File: config.mk
export PLATFORM = sky130hd
export DESIGN_NAME = aes_spi_slave_flat
export DESIGN_NICKNAME = d
export VERILOG_FILES = /design/src/rtl/aes_spi_pkg.sv /design/src/rtl/aes_spi_slave_if.sv /design/src/rtl/spi_edge_sync.sv /design/src/rtl/aes_spi_slave.sv /design/src/flat_wrapper.sv
export SDC_FILE = /design/constraint.sdc
export NUM_CORES = 1
export LEC_CHECK = 0
export BUFFER_PORTS_ARGS = -buffer_cell sky130_fd_sc_hd__buf_2
export CAP_MARGIN = 20
export CORE_MARGIN = 2
export CORE_UTILIZATION = 30
export DETAILED_ROUTE_END_ITERATION = 7
export GPL_TIMING_DRIVEN = 0
export HOLD_SLACK_MARGIN = 0.03
export PLACE_DENSITY_LB_ADDON = 0.12
export SETUP_SLACK_MARGIN = 0.05
export SYNTH_ARGS = -nofsm -noshare
export SYNTH_HDL_FRONTEND = slang
export SYNTH_SLANG_ARGS = --single-unit
File: constraint.sdc
create_clock -name clk -period 5.6 [get_ports clk]
set_clock_uncertainty 0.05 [all_clocks]
set_input_delay 0 -clock clk [delete_from_list [all_inputs] [get_ports clk]]
set_output_delay 0 -clock clk [all_outputs]
set_load 0.005 [all_outputs]
File: src/rtl/aes_spi_pkg.sv
// Shared frame geometry and FSM state encoding for the AES SPI slave endpoint.
package aes_spi_pkg;

  localparam int unsigned FRAME_BITS  = 256;
  localparam int unsigned KEY_BITS    = 128;
  localparam int unsigned RESULT_BITS = 128;

  typedef enum logic [1:0] {
    IDLE    = 2'd0,
    RECV    = 2'd1,
    DELIVER = 2'd2
  } state_e;

endpackage

File: src/rtl/aes_spi_slave_if.sv
// Key/plaintext hand-off and ciphertext return path between the SPI slave and the AES core.
interface aes_spi_slave_if
  import aes_spi_pkg::*;
#(
  parameter int unsigned DATA_W = RESULT_BITS,
  parameter int unsigned KEY_W  = KEY_BITS
);

  logic [KEY_W-1:0]  key_out;
  logic [DATA_W-1:0] data_out;
  logic              in_valid;
  logic              in_ready;
  logic [DATA_W-1:0] res_data;
  logic              res_valid;

  modport slave (
    output key_out,
    output data_out,
    output in_valid,
    input  in_ready,
    input  res_data,
    input  res_valid
  );

  modport master (
    input  key_out,
    input  data_out,
    input  in_valid,
    output in_ready,
    output res_data,
    output res_valid
  );

endinterface

File: src/rtl/spi_edge_sync.sv
// Synchroniser chain for one asynchronous SPI pin, with single-cycle rise/fall pulses.
module spi_edge_sync #(
  parameter int unsigned SYNC_STAGES = 2
) (
  input  logic clk,
  input  logic reset,
  input  logic din,
  output logic dout,
  output logic rise,
  output logic fall
);

  // Fewer than two stages is not a safe synchroniser; clamp rather than fail.
  localparam int unsigned Stages = (SYNC_STAGES < 2) ? 2 : SYNC_STAGES;

  logic [Stages-1:0] sync_q;
  logic              prev_q;

  always_ff @(posedge clk) begin
    if (!reset) begin
      sync_q <= '0;
      prev_q <= 1'b0;
    end else begin
      sync_q <= {sync_q[Stages-2:0], din};
      prev_q <= sync_q[Stages-1];
    end
  end

  assign dout = sync_q[Stages-1];
  assign rise = dout & ~prev_q;
  assign fall = ~dout & prev_q;

endmodule

File: src/rtl/aes_spi_slave.sv
// SPI mode-0 slave: collects a key+plaintext frame for the AES core and returns the last
// ciphertext on MISO during the first half of the following frame.
module aes_spi_slave
  import aes_spi_pkg::*;
#(
  parameter int unsigned DATA_W      = RESULT_BITS,
  parameter int unsigned KEY_W       = KEY_BITS,
  parameter int unsigned SYNC_STAGES = 2
) (
  input  logic            clk,
  input  logic            reset,
  input  logic            sclk,
  input  logic            cs_n,
  input  logic            mosi,
  output logic            miso,
  aes_spi_slave_if.slave  aes,
  output logic            busy,
  output logic            frame_err
);

  localparam int unsigned RxW    = KEY_W + DATA_W;
  localparam int unsigned CntW   = $clog2(RxW + 1);
  localparam int unsigned TxIdxW = $clog2(DATA_W);

  logic sclk_s, sclk_rise, sclk_fall;
  logic cs_s, cs_rise, cs_fall;
  logic mosi_s, mosi_rise, mosi_fall;
  logic unused_sync;

  spi_edge_sync #(.SYNC_STAGES(SYNC_STAGES)) u_sync_sclk (
    .clk(clk), .reset(reset), .din(sclk), .dout(sclk_s), .rise(sclk_rise), .fall(sclk_fall)
  );
  spi_edge_sync #(.SYNC_STAGES(SYNC_STAGES)) u_sync_cs (
    .clk(clk), .reset(reset), .din(cs_n), .dout(cs_s), .rise(cs_rise), .fall(cs_fall)
  );
  spi_edge_sync #(.SYNC_STAGES(SYNC_STAGES)) u_sync_mosi (
    .clk(clk), .reset(reset), .din(mosi), .dout(mosi_s), .rise(mosi_rise), .fall(mosi_fall)
  );

  assign unused_sync = ^{sclk_s, cs_s, mosi_rise, mosi_fall};

  state_e            state_q;
  logic [CntW-1:0]   cnt_q;
  logic [RxW-1:0]    rx_q;
  logic [DATA_W-1:0] tx_q;
  logic [DATA_W-1:0] pend_q;
  logic              res_pending_q;
  logic [KEY_W-1:0]  key_q;
  logic [DATA_W-1:0] data_q;
  logic              in_valid_q;
  logic              frame_err_q;
  logic              miso_q;

  always_ff @(posedge clk) begin
    if (!reset) begin
      state_q       <= IDLE;
      cnt_q         <= '0;
      rx_q          <= '0;
      tx_q          <= '0;
      pend_q        <= '0;
      res_pending_q <= 1'b0;
      key_q         <= '0;
      data_q        <= '0;
      in_valid_q    <= 1'b0;
      frame_err_q   <= 1'b0;
      miso_q        <= 1'b0;
    end else begin
      frame_err_q <= 1'b0;
      // Results arriving outside RECV go straight to tx; RECV stages them in pend_q.
      if (aes.res_valid && state_q != RECV) tx_q <= aes.res_data;

      unique case (state_q)
        IDLE: begin
          if (cs_fall) begin
            state_q <= RECV;
            cnt_q   <= '0;
            rx_q    <= '0;
            miso_q  <= aes.res_valid ? aes.res_data[DATA_W-1] : tx_q[DATA_W-1];
          end
        end
        RECV: begin
          if (sclk_rise && cnt_q != CntW'(RxW)) begin
            rx_q  <= {rx_q[RxW-2:0], mosi_s};
            cnt_q <= cnt_q + CntW'(1);
          end
          // cnt_q rises already sampled == index of the next bit the master will read.
          if (sclk_fall) begin
            miso_q <= (cnt_q < CntW'(DATA_W)) ? tx_q[~cnt_q[TxIdxW-1:0]] : 1'b0;
          end
          if (cs_rise) begin
            if (cnt_q == CntW'(RxW)) begin
              key_q      <= rx_q[RxW-1:DATA_W];
              data_q     <= rx_q[DATA_W-1:0];
              in_valid_q <= 1'b1;
              state_q    <= DELIVER;
            end else begin
              frame_err_q <= 1'b1;
              state_q     <= IDLE;
            end
            if (aes.res_valid) tx_q <= aes.res_data;
            else if (res_pending_q) tx_q <= pend_q;
            res_pending_q <= 1'b0;
          end else if (aes.res_valid) begin
            pend_q        <= aes.res_data;
            res_pending_q <= 1'b1;
          end
        end
        DELIVER: begin
          if (aes.in_ready) begin
            in_valid_q <= 1'b0;
            state_q    <= IDLE;
          end
          if (cs_rise) frame_err_q <= 1'b1;
        end
        default: state_q <= IDLE;
      endcase
    end
  end

  assign aes.key_out  = key_q;
  assign aes.data_out = data_q;
  assign aes.in_valid = in_valid_q;
  assign miso         = miso_q;
  assign frame_err    = frame_err_q;
  assign busy         = (state_q != IDLE);

endmodule

File: src/flat_wrapper.sv
// flat-port wrapper written by rule: the top's interface ports become plain ports
module aes_spi_slave_flat import aes_spi_pkg::*;
#(
  parameter int unsigned DATA_W      = RESULT_BITS,
  parameter int unsigned KEY_W       = KEY_BITS,
  parameter int unsigned SYNC_STAGES = 2
)
  (clk, reset, sclk, cs_n, mosi, miso, busy, frame_err, aes_key_out, aes_data_out, aes_in_valid, aes_in_ready, aes_res_data, aes_res_valid);
  aes_spi_slave_if #(.DATA_W(DATA_W), .KEY_W(KEY_W)) aes_i ();
  input  logic clk;
  input  logic reset;
  input  logic sclk;
  input  logic cs_n;
  input  logic mosi;
  output logic miso;
  output logic busy;
  output logic frame_err;
  output wire logic [$bits(aes_i.key_out)-1:0] aes_key_out;
  output wire logic [$bits(aes_i.data_out)-1:0] aes_data_out;
  output wire logic [$bits(aes_i.in_valid)-1:0] aes_in_valid;
  input wire logic [$bits(aes_i.in_ready)-1:0] aes_in_ready;
  input wire logic [$bits(aes_i.res_data)-1:0] aes_res_data;
  input wire logic [$bits(aes_i.res_valid)-1:0] aes_res_valid;
  assign aes_key_out = aes_i.key_out;
  assign aes_data_out = aes_i.data_out;
  assign aes_in_valid = aes_i.in_valid;
  assign aes_i.in_ready = aes_in_ready;
  assign aes_i.res_data = aes_res_data;
  assign aes_i.res_valid = aes_res_valid;
  aes_spi_slave #(.DATA_W(DATA_W), .KEY_W(KEY_W), .SYNC_STAGES(SYNC_STAGES)) u_core (.clk(clk), .reset(reset), .sclk(sclk), .cs_n(cs_n), .mosi(mosi), .miso(miso), .aes(aes_i), .busy(busy), .frame_err(frame_err));
endmodule
==> flow_summary.yaml, run 1 <==
synth:
  yosys.area.top_type: "dfxtp_1"
  ys_ff_latch: 791
  synth_ff_type: "dfxtp_1"
  syn_area_mm2: 0.03346
  synthMostInstantiatedCell: "nand2_1"
  yosys-top-cells-area: "dfxtp_1 47%, a21boi_0 14%, nand2_1 13%"
  synth_cell_types: 50
  synth_edf_count: 0
  yosysWarnings: 0
  ys_seq_area_frac: 0.4733
  avgSynthCellArea_um2: 8.307
  synth_cells: 4028
  synth_nets: 4168
  synth-async-reset-ratio: 0
  synth_top_area_frac: 0.4733
  synth.top_cells.by_count: "1169 x nand2_1, 791 x dfxtp_1, 641 x a21boi_0"
timing:
  worstMarginPinSlew_ns: 1.097
  timing.fmax_ghz: 0.2393
  relSlewSlack: 0.2687
  setup_viol: 0
  slew_viol_final: 0
  rsz0062_at_grt: "no"
  setup_tns_ns: 0
  period_minus_slack_ns: 4.178
  post-route-period-util: 0.7461
  hold_viol: 0
die:
  num_rows: 122
  start_util: 0.3023
  core_area_mm2: 0.1107
  dieArea_mm2: 0.1142
  die_w_um: 338.0
  fp.dieH_um: 338.0
  io_pins: 395
placed_design:
  gp_congestion: 0.7952
  io_buffers: 394
  post-dp-hpwl_um: 81310
  postPlaceCellArea_mm2: 0.03738
setup_path:
  r2r_start: "u_core.cnt_q[1]"
  critPathTopFamily: "buffers and inverters"
  cp.required_ns: 6.14
  crit_arrival_ns: 4.72
  crit_fanout: 10
  worst-setup-path-type: "flip-flop to flip-flop"
  slowest_delay_ns: 0.74
  cp_slowest_cell: "clkbuf_1"
  reg2reg_depth: 12
  rrSetupSlack_ns: 1.42
  timing.rr.end: "u_core.aes.key_out[73]"
  start_kind: "flip-flop"
  path_buf_inv: 7
  end_kind: "flip-flop"
  path_cells: "clkbuf_2 -> buf_4 -> buf_2 -> inv_1 -> ha_1 -> nand4_1 -> or2_2 -> clkbuf_1 -> clkbuf_1 -> buf_2 -> nand2_1 -> a21boi_0"
power:
  seqPwrFrac: 0.456
  switching_power_uw: 2994
  p_clk_frac: 0.484
  p_leak_uw: 0.01524
  intPower_uw: 9596
  pwr-share-comb: 0.060
  swShare: 0.2378
  ir_drop_v: 0.0002723
  p_per_area_mw_per_mm2: 301.3
routing:
  ant_nets: 0
  viasPerCell: 4.698
  first_iter_violations: 1397
  totalWireLength_um: 111500
  dr.pass1.iters: 7
  drc: 0
  vias: 29230
  wl_per_cell_um: 17.92
grt:
  first_global_vias: 28190
  grt_usage: 0.1912
  grt_antenna_before_repair: 18
  grt_remaining_overflow: 0
  grt_max_degree: 14
  grt_pass1_wl_um: 170000
job:
  cap_violations: 0
cells_and_area:
  layout.nets: 4797
  final_area_mm2: 0.04179
  synthToLayoutAreaGrowth_pct: 24.88
  drive_gt1_frac: 0.1459
worst_hold_path:
  hold_end: "u_core.u_sync_sclk.sync_q[0]"
  hold_depth: 3
  min_from: "sclk"
  holdCritPathClass: "input pin to flip-flop"
clock_network:
  cts-buffers-inserted: 93
  cts_tree: "built"
  cts_max_level: 3
  clock_sinks: 791
  clock-root-buffer: "clkbuf_16"
  path_clk_slew_ns: 0.06
  clk_latency_ns: 0.68
  clockBufferDepth: 3
outcome:
  outcome: "finished clean"
[layout make-up]
class                   count  area [um2]
multi-input cells        2872       16100
repair buffers            534        3400
flip-flops and latches    791       15840
clock buffers             141        2769
diodes                      6       15.01
plain buffers             359        1505
clock inverters            25       279.0
well taps                1488        1862
inverters                   6       22.52
fillers                 11770       68880
[stage by stage]
step / util / std cells / setup WS, ns / total power [uW] / hold WS (ns)
5_1_grt: 0.3775 / 6220 / 1.148 / 13070 / 0.07751
3_3_place_gp: 0.3370 / 5910 / 1.351 / 6548 / 0.1605
4_1_cts: 0.3774 / 6216 / 1.289 / 12800 / 0.03582
6_report: 0.3776 / 6222 / 1.422 / 12590 / 0.1020
3_5_place_dp: 0.3378 / 5916 / 1.305 / 6550 / 0.1659
2_1_floorplan: - / 4028 / 3.111 / 6282 / 0.07729
[how the worst max path moves through the flow]
stage | start | slack, ns | cells after the start | end
2_1_floorplan | u_core.cnt_q[1] | 3.11 | 12 | u_core.cnt_q[7]
3_3_place_gp | u_core.cnt_q[1] | 1.35 | 12 | u_core.aes.key_out[75]
3_5_place_dp | u_core.cnt_q[1] | 1.31 | 12 | u_core.aes.key_out[73]
4_1_cts | u_core.cnt_q[1] | 1.29 | 12 | u_core.aes.key_out[75]
5_1_grt | u_core.cnt_q[1] | 1.15 | 12 | u_core.aes.key_out[69]
6_report | u_core.cnt_q[1] | 1.42 | 12 | u_core.aes.key_out[73]
[worst min-delay path: cells and delay by family]
| kind | cells | cell delay (ns) |
|---|---|---|
| buf+inv | 2 | 0.68 |
| simple gates | 1 | 0.11 |
[cell families after synthesis]
group / after synthesis / synth area share
compound gates: 931 / 0.1938
xor+xnor: 6 / 0.001571
fa+ha+maj: 5 / 0.001870
buf+inv: 365 / 0.04562
flops: 791 / 0.4733
mux: 179 / 0.06450
simple gates: 1751 / 0.2194
[metal layers]
metal	wire length [um]	global-route usage	up-vias
li1	-	-	14860
met5	133	0	-
met1	51910	0.2528	13630
met3	5486	0.04067	177
met4	2942	0.05418	22
met2	51060	0.3133	547
[cell usage in the layout, fill, tap and decap left out, types with 5 or more instances in the layout]
cell,instances
a21boi_0,641
a21oi_1,137
and2_1,135
and3_1,7
buf_1,36
buf_2,509
buf_8,5
clkbuf_1,227
clkbuf_16,94
clkbuf_8,24
clkinv_2,13
dfxtp_1,791
diode_2,6
dlygate4sd3_1,134
ha_1,5
inv_1,5
mux2_2,5
mux2i_1,147
mux4_1,6
mux4_2,21
nand2_1,1169
nand3_1,262
nand4_1,7
nor2_1,146
nor2b_1,6
o22ai_1,128
[state kept, by name, indices dropped and copies added (netlist names)]
register and count:
u_core.res_pending_q 1, u_core.aes.data_out 128, u_core.tx_q 128, u_core.u_sync_cs.prev_q 1, u_core.frame_err 1, u_core.aes.in_valid 1
u_core.u_sync_mosi.sync_q 2, u_core.rx_q 256, u_core.u_sync_sclk.prev_q 1, u_core.state_q 2, u_core.cnt_q 9, u_core.u_sync_cs.sync_q 2
u_core.u_sync_sclk.sync_q 2, u_core.miso 1, u_core.aes.key_out 128, u_core.pend_q 128
[power groups by stage]
stage	combinational, uW	sequential [uW]	clock [uW]
global placement	683	5870	0
floorplan	434	5850	0
finish	758	5740	6090
global route	832	5750	6490
CTS	768	5740	6290
detailed placement	685	5870	0
[repair_timing]
action	CTS	global route
setup buffers	0	0
hold endpoints to repair	263	0
hold buffers	134	0
resized for setup	0	0
(Power assumes the default switching activity.)
==> inputs of run 2 (changes only) <==
clock period = 3.7 ns   (was 5.6 ns; I/O delays follow)
==> run 2 against run 1 <==
Core utilization barely moved; die area unchanged; sequential cell count unchanged; sequential share of layout area barely moved; setup slack worse by 1.1 ns; largest cell class unchanged; critical endpoint is now u_core.rx_q[91]; highest routed layer unchanged; cell count about the same; register-to-register slack lost 1.1 ns; non-clock buffer count shrank 3; sequential power up 51%; critical path depth fell by 1; worst hold slack got worse by 0.00055 ns.
==> flow_summary.yaml, run 2 (synthesis results as in run 1) <==
timing:
  setup_viol: 0
  worstMarginPinSlew_ns: 1.084
  period_minus_slack_ns: 3.359
  post-route-period-util: 0.9077
  hold_viol: 0
  timing.fmax_ghz: 0.2977
  slew_viol_final: 0
  rsz0062_at_grt: "no"
  relSlewSlack: 0.2770
  setup_tns_ns: 0
  fin_hold_ws_ns: 0.1014
die:
  io_pins: 395
  start_util: 0.3023
  fp.dieH_um: 338.0
  core_area_mm2: 0.1107
  die_w_um: 338.0
  num_rows: 122
  dieArea_mm2: 0.1142
worst_hold_path:
  hold_depth: 3
  min_from: "sclk"
  hold_end: "u_core.u_sync_sclk.sync_q[0]"
  holdCritPathClass: "input pin to flip-flop"
cells_and_area:
  nFillCells: 11760
  top_register: "u_core.rx_q"
  final_common_cell: "nand2_1"
  synthToLayoutAreaGrowth_pct: 24.89
  final_cell_mix: "1169 x nand2_1, 791 x dfxtp_1, 641 x a21boi_0"
  layout.nets: 4794
  largest_reg_flops: 256
  instances_no_fill: 6219
  drive_gt1_frac: 0.1471
grt:
  grt_usage: 0.1910
  grt_max_degree: 20
  grt_antenna_before_repair: 18
  first_global_vias: 28170
  grt_remaining_overflow: 0
  grt_pass1_wl_um: 169900
clock_network:
  clk_latency_ns: 0.68
  cts-buffers-inserted: 93
  cts_max_level: 3
  clock-root-buffer: "clkbuf_16"
  post_cts_buffers: 0
  clockBufferDepth: 3
  clock_sinks: 791
  cts_tree: "built"
  path_clk_slew_ns: 0.06
setup_path:
  r2r_start: "u_core.cnt_q[1]"
  critPathTopFamily: "buffers and inverters"
  end_kind: "flip-flop"
  cp.required_ns: 4.24
  timing.rr.end: "u_core.rx_q[91]"
  crit_arrival_ns: 3.90
  reg2reg_depth: 11
  path_cells: "clkbuf_2 -> buf_4 -> inv_1 -> ha_1 -> a41o_1 -> a21oi_1 -> buf_2 -> clkbuf_4 -> buf_2 -> nand3_1 -> a21boi_0"
  worst-setup-path-type: "flip-flop to flip-flop"
  start_kind: "flip-flop"
  slowest_delay_ns: 0.40
  path_buf_inv: 6
  rrSetupSlack_ns: 0.34
  cp_slowest_cell: "buf_4"
  crit_top_cell: "buf_2"
  crit_fanout: 19
routing:
  ant_nets: 0
  viasPerCell: 4.695
  highest_layer: "met5"
  wl_per_cell_um: 17.90
  drc: 0
  wl_met2_um: 51080
  first_iter_violations: 1381
  dr.pass1.iters: 5
  wl_met3_um: 5474
  totalWireLength_um: 111300
  vias: 29200
  wl_met1_um: 51660
power:
  ir_drop_v: 0.0004121
  p_leak_uw: 0.01524
  p_per_area_mw_per_mm2: 455.8
placed_design:
  post-place-cells: 5916
  post-dp-hpwl_um: 81310
  io_buffers: 394
  gp_congestion: 0.7952
job:
  cap_violations: 0
outcome:
  outcome: "finished clean"
==> run 2: report_power, final <==
| part | leakage (uW) | total (uW) | switching, uW | internal, uW |
|---|---|---|---|---|
| Sequential | 0.00640 | 8690 | 63.0 | 8630 |
| Clock | 0.00150 | 9210 | 3830 | 5370 |
| Combinational | 0.00734 | 1150 | 626 | 521 |
==> run 2: tightest hold or removal path: cells and delay by family <==
kind | cells | cell delay, ns
AND/OR/NAND/NOR | 1 | 0.11
buffers and inverters | 2 | 0.68
==> run 2: cell type report <==
type / count / area (um2) / area share
antenna: 6 / 15.01 / 0.0003593
buffer: 356 / 1506 / 0.03605
clock buffer: 141 / 2769 / 0.06626
clock inverter: 25 / 279.0 / 0.006677
inverter: 6 / 22.52 / 0.0005389
multi-input combinational: 2872 / 16100 / 0.3853
sequential: 791 / 15840 / 0.3789
tap: 1488 / 1862 / 0.04455
timing repair buffer: 534 / 3400 / 0.08135
==> run 2: routing by layer <==
layer,vias to the layer above,GRT usage
met3,179,0.04067
met5,-,0
li1,14840,-
met1,13600,0.2526
met4,22,0.05418
met2,550,0.3126
==> run 2: stage by stage <==
stage / setup slack [ns] / util / power, uW / area, um2
floorplan: 1.211 / - / 9508 / 33460
global placement: -0.5493 / 0.3370 / 9911 / 37290
detailed placement: -0.5948 / 0.3378 / 9914 / 37380
CTS: 0.1144 / 0.3775 / 19370 / 41770
global route: 0.07514 / 0.3776 / 19780 / 41780
finish: 0.3413 / 0.3776 / 19050 / 41790
==> run 2: worst max path at each step <==
stage                 startpoint                      to  slack (ns)  depth (start not counted)
3_3_place_gp     u_core.cnt_q[1]  u_core.aes.key_out[75]       -0.55                         12
4_1_cts        u_core.state_q[1]        u_core.frame_err        0.11                          8
2_1_floorplan    u_core.cnt_q[1]         u_core.cnt_q[7]        1.21                         12
3_5_place_dp     u_core.cnt_q[1]  u_core.aes.key_out[73]       -0.59                         12
5_1_grt          u_core.cnt_q[1]        u_core.rx_q[222]        0.08                         11
6_report         u_core.cnt_q[1]         u_core.rx_q[91]        0.34                         11
==> run 2: repair_timing <==
action,CTS,global route
endpoints found under the hold margin,263,0
gates resized for setup,7,3
endpoints found under the setup margin,431,30
hold buffers,134,0
